**config.mk**
```make
export PLATFORM = sky130hd
export DESIGN_NAME = glitc_threshold_servo
export DESIGN_NICKNAME = d
export VERILOG_FILES = /design/src/rtl/glitc_threshold_servo.sv
export SDC_FILE = /design/constraint.sdc
export NUM_CORES = 1
export LEC_CHECK = 0
export CAP_MARGIN = 10
export CORE_UTILIZATION = 30
export DETAILED_ROUTE_END_ITERATION = 7
export GPL_ROUTABILITY_DRIVEN = 0
export PLACE_DENSITY = 0.5
export SETUP_SLACK_MARGIN = 0.1
export SKIP_LAST_GASP = 1
export SYNTH_ARGS = -nofsm -noshare
export SYNTH_HDL_FRONTEND = slang
export SYNTH_SLANG_ARGS = --single-unit
```
**constraint.sdc**
```tcl
create_clock -name clk_i -period 4.7 [get_ports clk_i]
set_input_delay 0.47 -clock clk_i [delete_from_list [all_inputs] [get_ports clk_i]]
set_output_delay 0.47 -clock clk_i [all_outputs]
set_load 0.01 [all_outputs]
```
**src/rtl/glitc_threshold_servo.sv**
```systemverilog
// glitc_threshold_servo: snapshot-driven threshold servo for a dual trigger scaler; optional deadband via SERVO_DEADBAND_EN
module glitc_threshold_servo #(
  parameter int THR_BITS = 16,
  parameter int GAIN_SHIFT = 4,
  parameter int MAX_STEP = 64,
  parameter int DEADBAND = 8,
  parameter logic [THR_BITS-1:0] THR_RESET = {1'b1, {(THR_BITS-1){1'b0}}}
) (
  input  logic                clk_i,
  input  logic                rst_i,
  input  logic                enable_i,
  input  logic                scaler_valid_i,
  input  logic [23:0]         upper_scaler_i,
  input  logic [23:0]         lower_scaler_i,
  input  logic [22:0]         goal_i,
  input  logic                thr_load_i,
  input  logic                thr_load_sel_i,
  input  logic [THR_BITS-1:0] thr_load_value_i,
  output logic [THR_BITS-1:0] upper_threshold_o,
  output logic [THR_BITS-1:0] lower_threshold_o,
  output logic                threshold_update_o,
  output logic                busy_o
);
  localparam logic [2:0] IDLE = 3'd0, CAPTURE = 3'd1, CALC_U = 3'd2, CALC_L = 3'd3, APPLY = 3'd4;
  localparam logic signed [23:0] MS = 24'(MAX_STEP);
  localparam logic signed [23:0] TMAX = 24'((1 << THR_BITS) - 1);
`ifdef SERVO_DEADBAND_EN
  localparam logic signed [23:0] DB = 24'(DEADBAND);
`else
  logic unused_db;
  assign unused_db = ^DEADBAND;
`endif
  logic [2:0] state_q, state_d;
  logic [23:0] up_q, up_d, lo_q, lo_d;
  logic [22:0] goal_q, goal_d;
  logic signed [23:0] su_q, su_d, sl_q, sl_d;
  logic [THR_BITS-1:0] thr_u_q, thr_u_d, thr_l_q, thr_l_d;
  logic upd_q, upd_d;

  function automatic logic signed [23:0] step_of(input logic [23:0] s, input logic [22:0] g);
    logic signed [23:0] err, raw;
    logic db;
    err = $signed({1'b0, s[22:0]} - {1'b0, g});
    raw = err >>> GAIN_SHIFT;
`ifdef SERVO_DEADBAND_EN
    db = err <= DB && err >= -DB;
`else
    db = 1'b0;
`endif
    return s[23] ? MS : db ? '0 : raw > MS ? MS : raw < -MS ? -MS : raw;
  endfunction

  function automatic logic [THR_BITS-1:0] sat_add(input logic [THR_BITS-1:0] t, input logic signed [23:0] st);
    logic signed [23:0] s;
    s = $signed(24'(t)) + st;
    return s < 0 ? '0 : s > TMAX ? '1 : s[THR_BITS-1:0];
  endfunction

  always_comb begin
    state_d = state_q;
    up_d = up_q;
    lo_d = lo_q;
    goal_d = goal_q;
    su_d = su_q;
    sl_d = sl_q;
    thr_u_d = thr_u_q;
    thr_l_d = thr_l_q;
    upd_d = 1'b0;
    if (thr_load_i) begin
      state_d = IDLE;
      thr_u_d = thr_load_sel_i ? thr_load_value_i : thr_u_q;
      thr_l_d = thr_load_sel_i ? thr_l_q : thr_load_value_i;
      upd_d = 1'b1;
    end else if (state_q == IDLE) begin
      state_d = scaler_valid_i && enable_i ? CAPTURE : IDLE;
      up_d = upper_scaler_i;
      lo_d = lower_scaler_i;
      goal_d = goal_i;
    end else if (state_q == CAPTURE) begin
      state_d = CALC_U;
    end else if (state_q == CALC_U) begin
      su_d = step_of(up_q, goal_q);
      state_d = CALC_L;
    end else if (state_q == CALC_L) begin
      sl_d = step_of(lo_q, goal_q);
      state_d = APPLY;
    end else if (state_q == APPLY) begin
      thr_u_d = sat_add(thr_u_q, su_q);
      thr_l_d = sat_add(thr_l_q, sl_q);
      upd_d = thr_u_d != thr_u_q || thr_l_d != thr_l_q;
      state_d = IDLE;
    end else begin
      state_d = IDLE;
    end
  end

  always_ff @(posedge clk_i) begin
    if (rst_i) begin
      state_q <= IDLE;
      up_q <= '0;
      lo_q <= '0;
      goal_q <= '0;
      su_q <= '0;
      sl_q <= '0;
      thr_u_q <= THR_RESET;
      thr_l_q <= THR_RESET;
      upd_q <= 1'b0;
    end else begin
      state_q <= state_d;
      up_q <= up_d;
      lo_q <= lo_d;
      goal_q <= goal_d;
      su_q <= su_d;
      sl_q <= sl_d;
      thr_u_q <= thr_u_d;
      thr_l_q <= thr_l_d;
      upd_q <= upd_d;
    end
  end

  assign upper_threshold_o = thr_u_q;
  assign lower_threshold_o = thr_l_q;
  assign threshold_update_o = upd_q;
  assign busy_o = state_q != IDLE;
endmodule

```
Word level (Yosys, flattened, before mapping)
Cells that the tools add are included.
{"block": "totals", "register_bits": 155, "in_bits": 93, "out_inout_bits": 34, "word_cells": 83}
{"block": "op_classes", "add_sub_neg": 4, "n_lt_le_gt_ge": 8, "eq_ne": 12, "muxes": 35, "bitwise_logic": 4, "n_reduce_logical": 11}
{"cell": "16-bit two-way mux", "n": 18}
{"cell": "24-bit two-way mux", "n": 6}
{"cell": "17-bit by 24-bit adder with 24-bit output", "n": 2}
{"cell": "24-bit by 17-bit > comparator with 1-bit output (second input constant)", "n": 2}
{"cell": "24-bit by 1-bit < comparator with 1-bit output (second input constant)", "n": 2}
{"cell": "23-bit by 23-bit subtractor with 24-bit output", "n": 2}
{"cell": "20-bit by 8-bit > comparator with 1-bit output (second input constant)", "n": 2}
{"cell": "20-bit by 7-bit < comparator with 1-bit output (second input constant)", "n": 2}
{"cell": "16-bit inequality test", "n": 2}
{"cell": "3-bit two-way mux", "n": 4}
{"cell": "6-bit AND reduction", "n": 2}
{"cell": "2-bit inequality test (second input constant)", "n": 5}
{"cell": "1-bit two-way mux", "n": 7}
{"cell": "3-bit by 2-bit equality test with 1-bit output (second input constant)", "n": 2}
{"cell": "5-bit AND reduction", "n": 1}
{"cell": "1-bit inverter", "n": 4}
{"cell": "4-bit AND reduction", "n": 1}
{"cell": "3-bit by 1-bit equality test with 1-bit output (second input constant)", "n": 1}
{"cell": "3-bit equality test (second input constant)", "n": 1}
{"cell": "3-bit zero test", "n": 1}
{"cell": "3-bit nonzero test", "n": 1}
{"cell": "2-bit by 1-bit inequality test with 1-bit output (second input constant)", "n": 1}
{"cell": "2-bit AND reduction", "n": 1}
{"cell": "2-bit nonzero test", "n": 1}
{"cell": "3 further kinds", "n": 3}

Depth between registers and ports, before layout
Gate-level depths: netlist (run 1).
{"block": "logic_depth", "ltp_word": 12, "depth_mapped": 18}

Worst setup path after synthesis (run 1)
Ideal clock, no wire load.
{"block": "synth_timing", "kind": "reg-to-reg", "startpoint": "register goal_q[9]", "endpoint": "register su_q[5]", "setup_ns": 0.062, "arrival_time_ns": 3.937, "required_ns": 4.638, "path_slack_ns": 0.701, "stages_incl_launch_ff": 16, "n_path_buf": 0, "period_less_slack_ns": 3.999, "cell_sequence": "dfxtp_1 > inv_1 > ha_1 > a21o_1 > a21oi_1 > nor2b_1 > o2111ai_1 > a211oi_1 > o21ai_0 > a21oi_1 > xnor2_1 > or3_1 > ha_1 > or4_1 > nor2_1 > a32o_1"}
{"block": "synth_via", "elab_chain_len": 5}
{"element": "start: declaration", "line": "35", "rtl": "logic [22:0] goal_q, goal_d;"}
{"element": "start signal: assignment", "line": "112", "rtl": "goal_q <= goal_d;"}
{"element": "23-bit by 23-bit subtractor with 24-bit output (*)", "line": "43", "rtl": "err = $signed({1'b0, s[22:0]} - {1'b0, g});"}
{"element": "20-bit by 7-bit < comparator with 1-bit output", "line": "50", "rtl": "return s[23] ? MS : db ? '0 : raw > MS ? MS : raw < -MS ? -MS : raw;"}
{"element": "24-bit two-way mux", "line": "50"}
{"element": "24-bit two-way mux (*) (2 in series)", "line": "50"}
{"element": "end signal: assignment", "line": "113", "rtl": "su_q <= su_d;"}
{"element": "end: declaration", "line": "36", "rtl": "logic signed [23:0] su_q, su_d, sl_q, sl_d;"}
Mark *: on every way between the ends. The rest lies on a longest branch, timed or not.
A chain may end at the register's enable or synchronous reset.

Worst setup path in the final report (run 1)
{"block": "layout_timing", "startpoint": "register goal_q[4]", "endpoint": "register su_q[5]"}
Same word-level chain as after synthesis.

==> results of run 1 <==
power by group through the flow:
stage | sequential (mW) | combinational, mW | clock, mW
after floorplan | 1.38 | 0.798 | 0
after global placement | 1.40 | 1.17 | 0
after detailed placement | 1.40 | 1.17 | 0
after CTS | 1.37 | 1.17 | 1.35
after global routing | 1.38 | 1.31 | 1.41
final | 1.37 | 1.18 | 1.32
tightest hold or removal path: stages (launching register included):
cell,delay (ns)
dfxtp_1,0.31
nand2_1,0.05
o21ai_1,0.05
cell type report:
type	count	share of cell area (%)
Sequential cell	147	22.6
Tap cell	455	4.38
Clock buffer	19	3.41
Inverter	53	1.53
Timing Repair Buffer	150	11.1
Multi-Input combinational cell	1160	56.0
Clock inverter	13	0.914
timing repair:
| action | CTS | global route |
|---|---|---|
| gates resized for setup | 0 | 4 |
| hold endpoints to repair | 0 | 0 |
| setup buffers | 0 | 0 |
| setup endpoints to repair | 0 | 12 |
routing by layer:
layer	up-vias	part of all wire, %	GRT usage, %
met5	-	0	0
met4	0	1.8	5.23
met3	30	4.4	2.69
met2	305	43	29.5
met1	4860	51	27.4
li1	5407	-	-
cells by family after synthesis:
kind of cell             synth area share, %
AND/OR/NAND/NOR                         23.3
multiplexers                           0.786
buffers and inverters                   4.44
flip-flops                              27.6
XOR/XNOR                                5.66
AO/OA/AOI/OAI                           28.7
adder cells (fa/ha/maj)                 9.52
per-stage QoR:
step	hold slack (ns)	total power, mW
detailed placement	0.447	2.57
CTS	0.456	3.90
floorplan	0.429	2.18
global route	0.470	4.10
global placement	0.444	2.56
finish	0.454	3.88
path summary, 6_finish.rpt:
check	start	to	slack, ns	depth (start not counted)
worst max-delay path	goal_q[4]	su_q[5]	0.37	16
worst min register to register	sl_q[10]	sl_q[10]	0.45	2
worst max register to register	goal_q[4]	su_q[5]	0.37	16
worst min-delay path	sl_q[10]	sl_q[10]	0.45	2
layout by cell type (no fill, tap or decap), types with 18 or more instances in the layout:
master	count
a21o_1	44
a21oi_1	151
a311oi_1	28
buf_4	23
clkdlybuf4s50_1	125
dfxtp_1	147
ha_1	78
inv_1	53
nand2_1	260
nand3_1	18
nor2_1	103
nor3_1	24
o211ai_1	20
o21ai_0	68
xnor2_1	36
xor2_1	33
sequential cells by signal, summed over array words and instances, names as in the netlist:
name and flops:
lower_threshold_o 16, lo_q 24, threshold_update_o 1, upper_threshold_o 16, sl_q 20, up_q 24, su_q 20, goal_q 23
state_q 3
==> summary.txt, run 1 <==
Run status
  • Status: complete, no violations

Floorplan
  • Die height: 191 um
  • Die W: 191 um
  • Core ar.: approximately 35000 um2
  • Starting Density: 30.7%
  • Die area: 36300 um2
  • I/O pin cnt: 127
  • Row cnt: 68

Place
  • DP HPWL: 27.4 mm
  • Area after DPL: 12400 um2
  • Post-Place Setup Slack: 0.290 ns
  • PortBufs: about 130
  • Cell count after placement: 1963

Pwr
  • Internal: 2.52 mW
  • Net Sw Frac: between 30% and 40%
  • PD cells: about 300 nW/um2
  • P_leak: 5.15 nW
  • Sw Pwr: 1.36 mW
  • Clock power share: around 34%
  • Worst-case vdd ir drop: 0.253 mV
  • Combinational Power Share: 30.5%
  • Sequential share of power: 35.3%

Global routing
  • Initial antenna violation count: 0
  • Total GRT Usage: between 10% and 20%
  • First-pass GRT wire length: 54.1 mm
  • Largest net degree at the start of global routing: 72
  • Congestion Overflow GR: 0
  • Vias in the first global route: 9815

Timing
  • Crit path time final: roughly 4.3 ns
  • Endpoints failing hold: 0
  • Fin. max-slew vios: 0
  • Clock Skews: 0.0109 ns
  • Post-route setup slack: approximately 0.37 ns
  • Worst-margin pin slew: 0.949 ns
  • Achievable Freq: 0.231 GHz
  • Setup TNS: 0 ns
  • Unrepaired setup endpoints after global routing: false
  • Relative slew margins: 36.8%
  • Period utilization: 92.1%
  • Endpoints failing setup: 0

Critical path
  • Largest delay share family, worst path: simple AND/OR/NAND/NOR gates
  • Critical Path Slowest Stage Cell: or4_1
  • Critical path data required time: roughly 5.1 ns
  • Crit start category: register
  • Critical path buffers and inverters: 1
  • WP data arrival: 4.71 ns
  • CP most frequent cell: ha_1
  • Crit Path Category: reg2reg
  • Worst-path fanout max: 7
  • CP Capture Type: register
  • Slowest stage delay, CP: 0.52 ns
  • Crit-path cells: inv_1 -> ha_1 -> a21o_1 -> a21oi_1 -> nor2b_1 -> a311oi_1 -> o21ai_0 -> xor2_1 -> nand4b_1 -> nor4b_1 -> nand4_1 -> or3_1 -> ha_1 -> or4_1 -> nor2_2 -> a32o_1

Route
  • DR pass1 iterations: 5
  • DR vias: 10600
  • Final ANT Viol Nets: 0
  • Post-Route WL: 34.8 mm
  • DRC violations left: 0
  • Iter 0 DRT Violations: approximately 750
  • Vias per Instance: approximately 5.3
  • Routed wire length per instance: 17.4 um

Synthesis
  • Synth top area share: between 20% and 30%
  • Commonest cells post-synth: 261 x nand2_1, 151 x a21oi_1, 147 x dfxtp_1
  • Syn Inst Count: between 1000 and 1500
  • Post-synth top area cell: dfxtp_1
  • Ys async rst share: 0%
  • Synth area leaders: dfxtp_1 28%, nand2_1 9.2%, ha_1 9.1%, a21oi_1 7.1%, nor2_1 3.7%
  • Synth unique cells: 76
  • Syn nets: 1605
  • Post-synthesis register bit count: approximately 150
  • Syn avg cell area: 7.45 um2
  • Synth Warn #: 0
  • Synth Flop Type: dfxtp_1
  • Mapped cell area: 10700 um2
  • EDFF count, synth: 0
  • Count leader, synth: nand2_1
  • Post-synthesis sequential area ratio: around 28%

Clock network
  • H-Tree Depth: 4
  • CTS tree: yes
  • Max clock buf depth: 2
  • Total CTS buffers: 17
  • Worst-path clk slew: 0.07 ns
  • Post-CTS Hold Buffers: 0
  • Clock sinks: 147
  • Clock latency at the later pin of the worst-skew pair: 0.43 ns
  • Clock root cell: clkbuf_16

Final layout
  • Area occupied by registers: 2940 um2
  • Design area: 13000 um2
  • Final Util: a little under two fifths
  • Post-route insts no fill: 1997
  • N_diodes: 0
  • Final #Nets: 1702
  • FILL cells: 3709
  • P&R area growth vs syn: 21.9%
  • Area of the multi-input gates: 7290 um2
  • Layout cells sized above 1: 5.45%

Hold path
  • Hold WC Path Type: reg2reg

Run
  • Maxcap violations: 0
Power figures use the tool's default switching activity.
==> run 2, diff against run 1 <==
--- a/config.mk
+++ b/config.mk
@@ -10,6 +10,7 @@
 export DETAILED_ROUTE_END_ITERATION = 7
 export GPL_ROUTABILITY_DRIVEN = 0
 export PLACE_DENSITY = 0.5
+export RECOVER_POWER = 50
 export SETUP_SLACK_MARGIN = 0.1
 export SKIP_LAST_GASP = 1
 export SYNTH_ARGS = -nofsm -noshare
==> run 2 against run 1 <==
The flow now finishes with violations (capacitance limit, slew limit). Cell count stayed put. Power is 0.14% lower. Sequential share of layout area is essentially flat. Utilization about the same. Count of clock-buffer cells in the layout unchanged. Fmax about the same. Clock power about the same. Via count fell by 0.21%. First-iteration DRC count shrank 5.0%. Combinational power about the same. Critical endpoint unchanged. Highest routed layer unchanged.
==> summary.txt, run 2 (synthesized netlist as in run 1, its figures left out) <==
Timing
  • Unrepaired setup endpoints after global routing: false
  • Achievable Freq: between 0.2 and 0.25 GHz
  • Crit path time final: 4.33 ns
  • Worst-margin pin slew: between 1.5 and 2 ns
  • Worst hold margin: roughly 0.45 ns
  • Fin. max-slew vios: 34
  • Endpoints failing setup: 0
  • Post-route setup slack: roughly 0.37 ns
  • Relative slew margins: -1.98%
  • Endpoints failing hold: 0
  • Setup TNS: 0 ns
  • Period utilization: around 90%
  • Clock Skews: 0.0116 ns

Final layout
  • P&R area growth vs syn: 21.8%
  • Layout cells sized above 1: 5.32%
  • N_diodes: 0
  • Largest regs: lo_q x24, up_q x24, goal_q x23
  • Most frequent cells in the layout: 260 x nand2_1, 151 x a21oi_1, 147 x dfxtp_1, 103 x nor2_1, 92 x clkdlybuf4s50_1
  • Design area: roughly 13000 um2
  • Final #Nets: 1702
  • FILL cells: 3709
  • Most common cell after layout, fill and taps aside: nand2_1

Critical path
  • Crit Path Category: reg2reg
  • CP startpoint: goal_q[4]
  • CP Capture Type: register
  • Reg2Reg Setup Slack: 0.37 ns
  • Worst reg2reg path depth: 16
  • Slowest stage delay, CP: 0.52 ns
  • Critical Path Slowest Stage Cell: or4_1
  • Crit start category: register
  • WP data arrival: 4.71 ns
  • Crit-path cells: inv_1 -> ha_1 -> a21o_1 -> a21oi_1 -> nor2b_1 -> a311oi_1 -> o21ai_0 -> xor2_1 -> nand4b_1 -> nor4b_1 -> nand4_1 -> or3_1 -> ha_1 -> or4_1 -> nor2_2 -> a32o_1
  • Critical path buffers and inverters: 1
  • Critical path data required time: 5.08 ns
  • Worst-path fanout max: 7
  • Crit path capture: su_q[5]
  • CP most frequent cell: ha_1
  • Reg2Reg Capture Point: su_q[5]
  • WP depth: 16
  • Critical R2R Launch: goal_q[4]
  • Largest delay share family, worst path: simple AND/OR/NAND/NOR gates

Pwr
  • Worst-case vdd ir drop: 0.254 mV
  • Clock power share: 34.3%
  • Net Sw Frac: 35.2%
  • Sequential share of power: 35.3%
  • Combinational Power Share: just over 30%
  • P_leak: 5.21 nW
  • PD cells: 298 nW/um2
  • Internal: approximately 2.5 mW
  • Sw Pwr: 1.36 mW

Clock network
  • Clock sinks: 147
  • Clock latency at the later pin of the worst-skew pair: 0.44 ns
  • H-Tree Depth: 4
  • CTS tree: yes
  • Post-CTS Hold Buffers: 0
  • Post-CTS Setup Bufs: 0
  • Post_cts resized: 0
  • Clock root cell: clkbuf_16
  • Worst-path clk slew: 0.07 ns
  • Max clock buf depth: 2
  • Total CTS buffers: 17

Route
  • Final ANT Viol Nets: 0
  • DR vias: 10600
  • Post-Route WL: around 35 mm
  • DR pass1 iterations: 7
  • Vias per Instance: 5.30
  • Routed wire length per instance: between 15 and 20 um
  • Iter 0 DRT Violations: 710
  • DRC violations left: 0

Floorplan
  • Die height: 191 um
  • Die area: 36300 um2
  • Starting Density: 30.7%
  • I/O pin cnt: 127
  • Core ar.: 34800 um2
  • Die W: 191 um
  • Row cnt: 68

Run status
  • Failing checks: capacitance limit, slew limit
  • Status: complete, but fails checks

Global routing
  • Vias in the first global route: about 9800
  • Total GRT Usage: 19.1%
  • Initial antenna violation count: 0
  • Congestion Overflow GR: 0
  • Largest net degree at the start of global routing: 72
  • First-pass GRT wire length: roughly 54 mm

Hold path
  • Hold WC Path Type: reg2reg

Place
  • Area after DPL: 12400 um2
  • PortBufs: 126
  • Post-Place Setup Slack: 0.290 ns
  • DP HPWL: 27.4 mm

Run
  • Maxcap violations: 1
run 2: changes by cell type in the layout (fill, tap and decap cells not counted), sizes merged:
cell / before / now
buf: 25 / 22
dlygate4sd3: 0 / 33
clkdlybuf4s50: 125 / 92
clkbuf: 19 / 22
run 2: worst register-to-register path, cell delays in order (launching register included):
cell and delay, ns:
dfxtp_1 0.33, inv_1 0.06, ha_1 0.37, a21o_1 0.19
a21oi_1 0.22, nor2b_1 0.12, a311oi_1 0.32, o21ai_0 0.27
xor2_1 0.24, nand4b_1 0.11, nor4b_1 0.33, nand4_1 0.13
or3_1 0.36, ha_1 0.29, or4_1 0.52, nor2_2 0.23
a32o_1 0.19
run 2: worst min path at each step:
stage | start | to | cells past startpoint
final | sl_q[10] | sl_q[10] | 2
after global routing | up_q[2] | up_q[2] | 2
after CTS | goal_q[13] | goal_q[13] | 2
after detailed placement | goal_q[13] | goal_q[13] | 2
after global placement | lo_q[23] | lo_q[23] | 2
after floorplan | sl_q[7] | sl_q[7] | 2
run 2: layout make-up:
type	instances	area [um2]	area share, %
multi-input combinational	1160	7290	56.1
sequential	147	2940	22.6
timing repair buffer	150	1440	11.1
tap	455	569	4.38
clock buffer	19	443	3.41
inverter	53	199	1.53
clock inverter	13	119	0.915
run 2: routing by layer:
metal	up-vias	track usage [%]	routed length (um)	share of wire, %
li1	5411	-	-	-
met5	-	0	0	0
met1	4852	27.4	17700	51
met3	28	2.69	1590	4.6
met4	0	5.23	636	1.8
met2	289	29.5	14900	43
run 2: power by group through the flow:
| stage | sequential [mW] | combinational [mW] | clock, mW |
|---|---|---|---|
| CTS | 1.37 | 1.17 | 1.35 |
| floorplan | 1.38 | 0.798 | 0 |
| global placement | 1.40 | 1.17 | 0 |
| finish | 1.37 | 1.18 | 1.33 |
| global route | 1.38 | 1.31 | 1.41 |
| detailed placement | 1.40 | 1.17 | 0 |
run 2: metrics by stage:
| step | std cells | total power, mW | utilization [%] |
|---|---|---|---|
| floorplan | 1432 | 2.18 | - |
| global placement | 1963 | 2.56 | 35.6 |
| detailed placement | 1963 | 2.57 | 35.6 |
| CTS | 1995 | 3.90 | 37.3 |
| global route | 1997 | 4.09 | 37.3 |
| finish | 1997 | 3.87 | 37.3 |
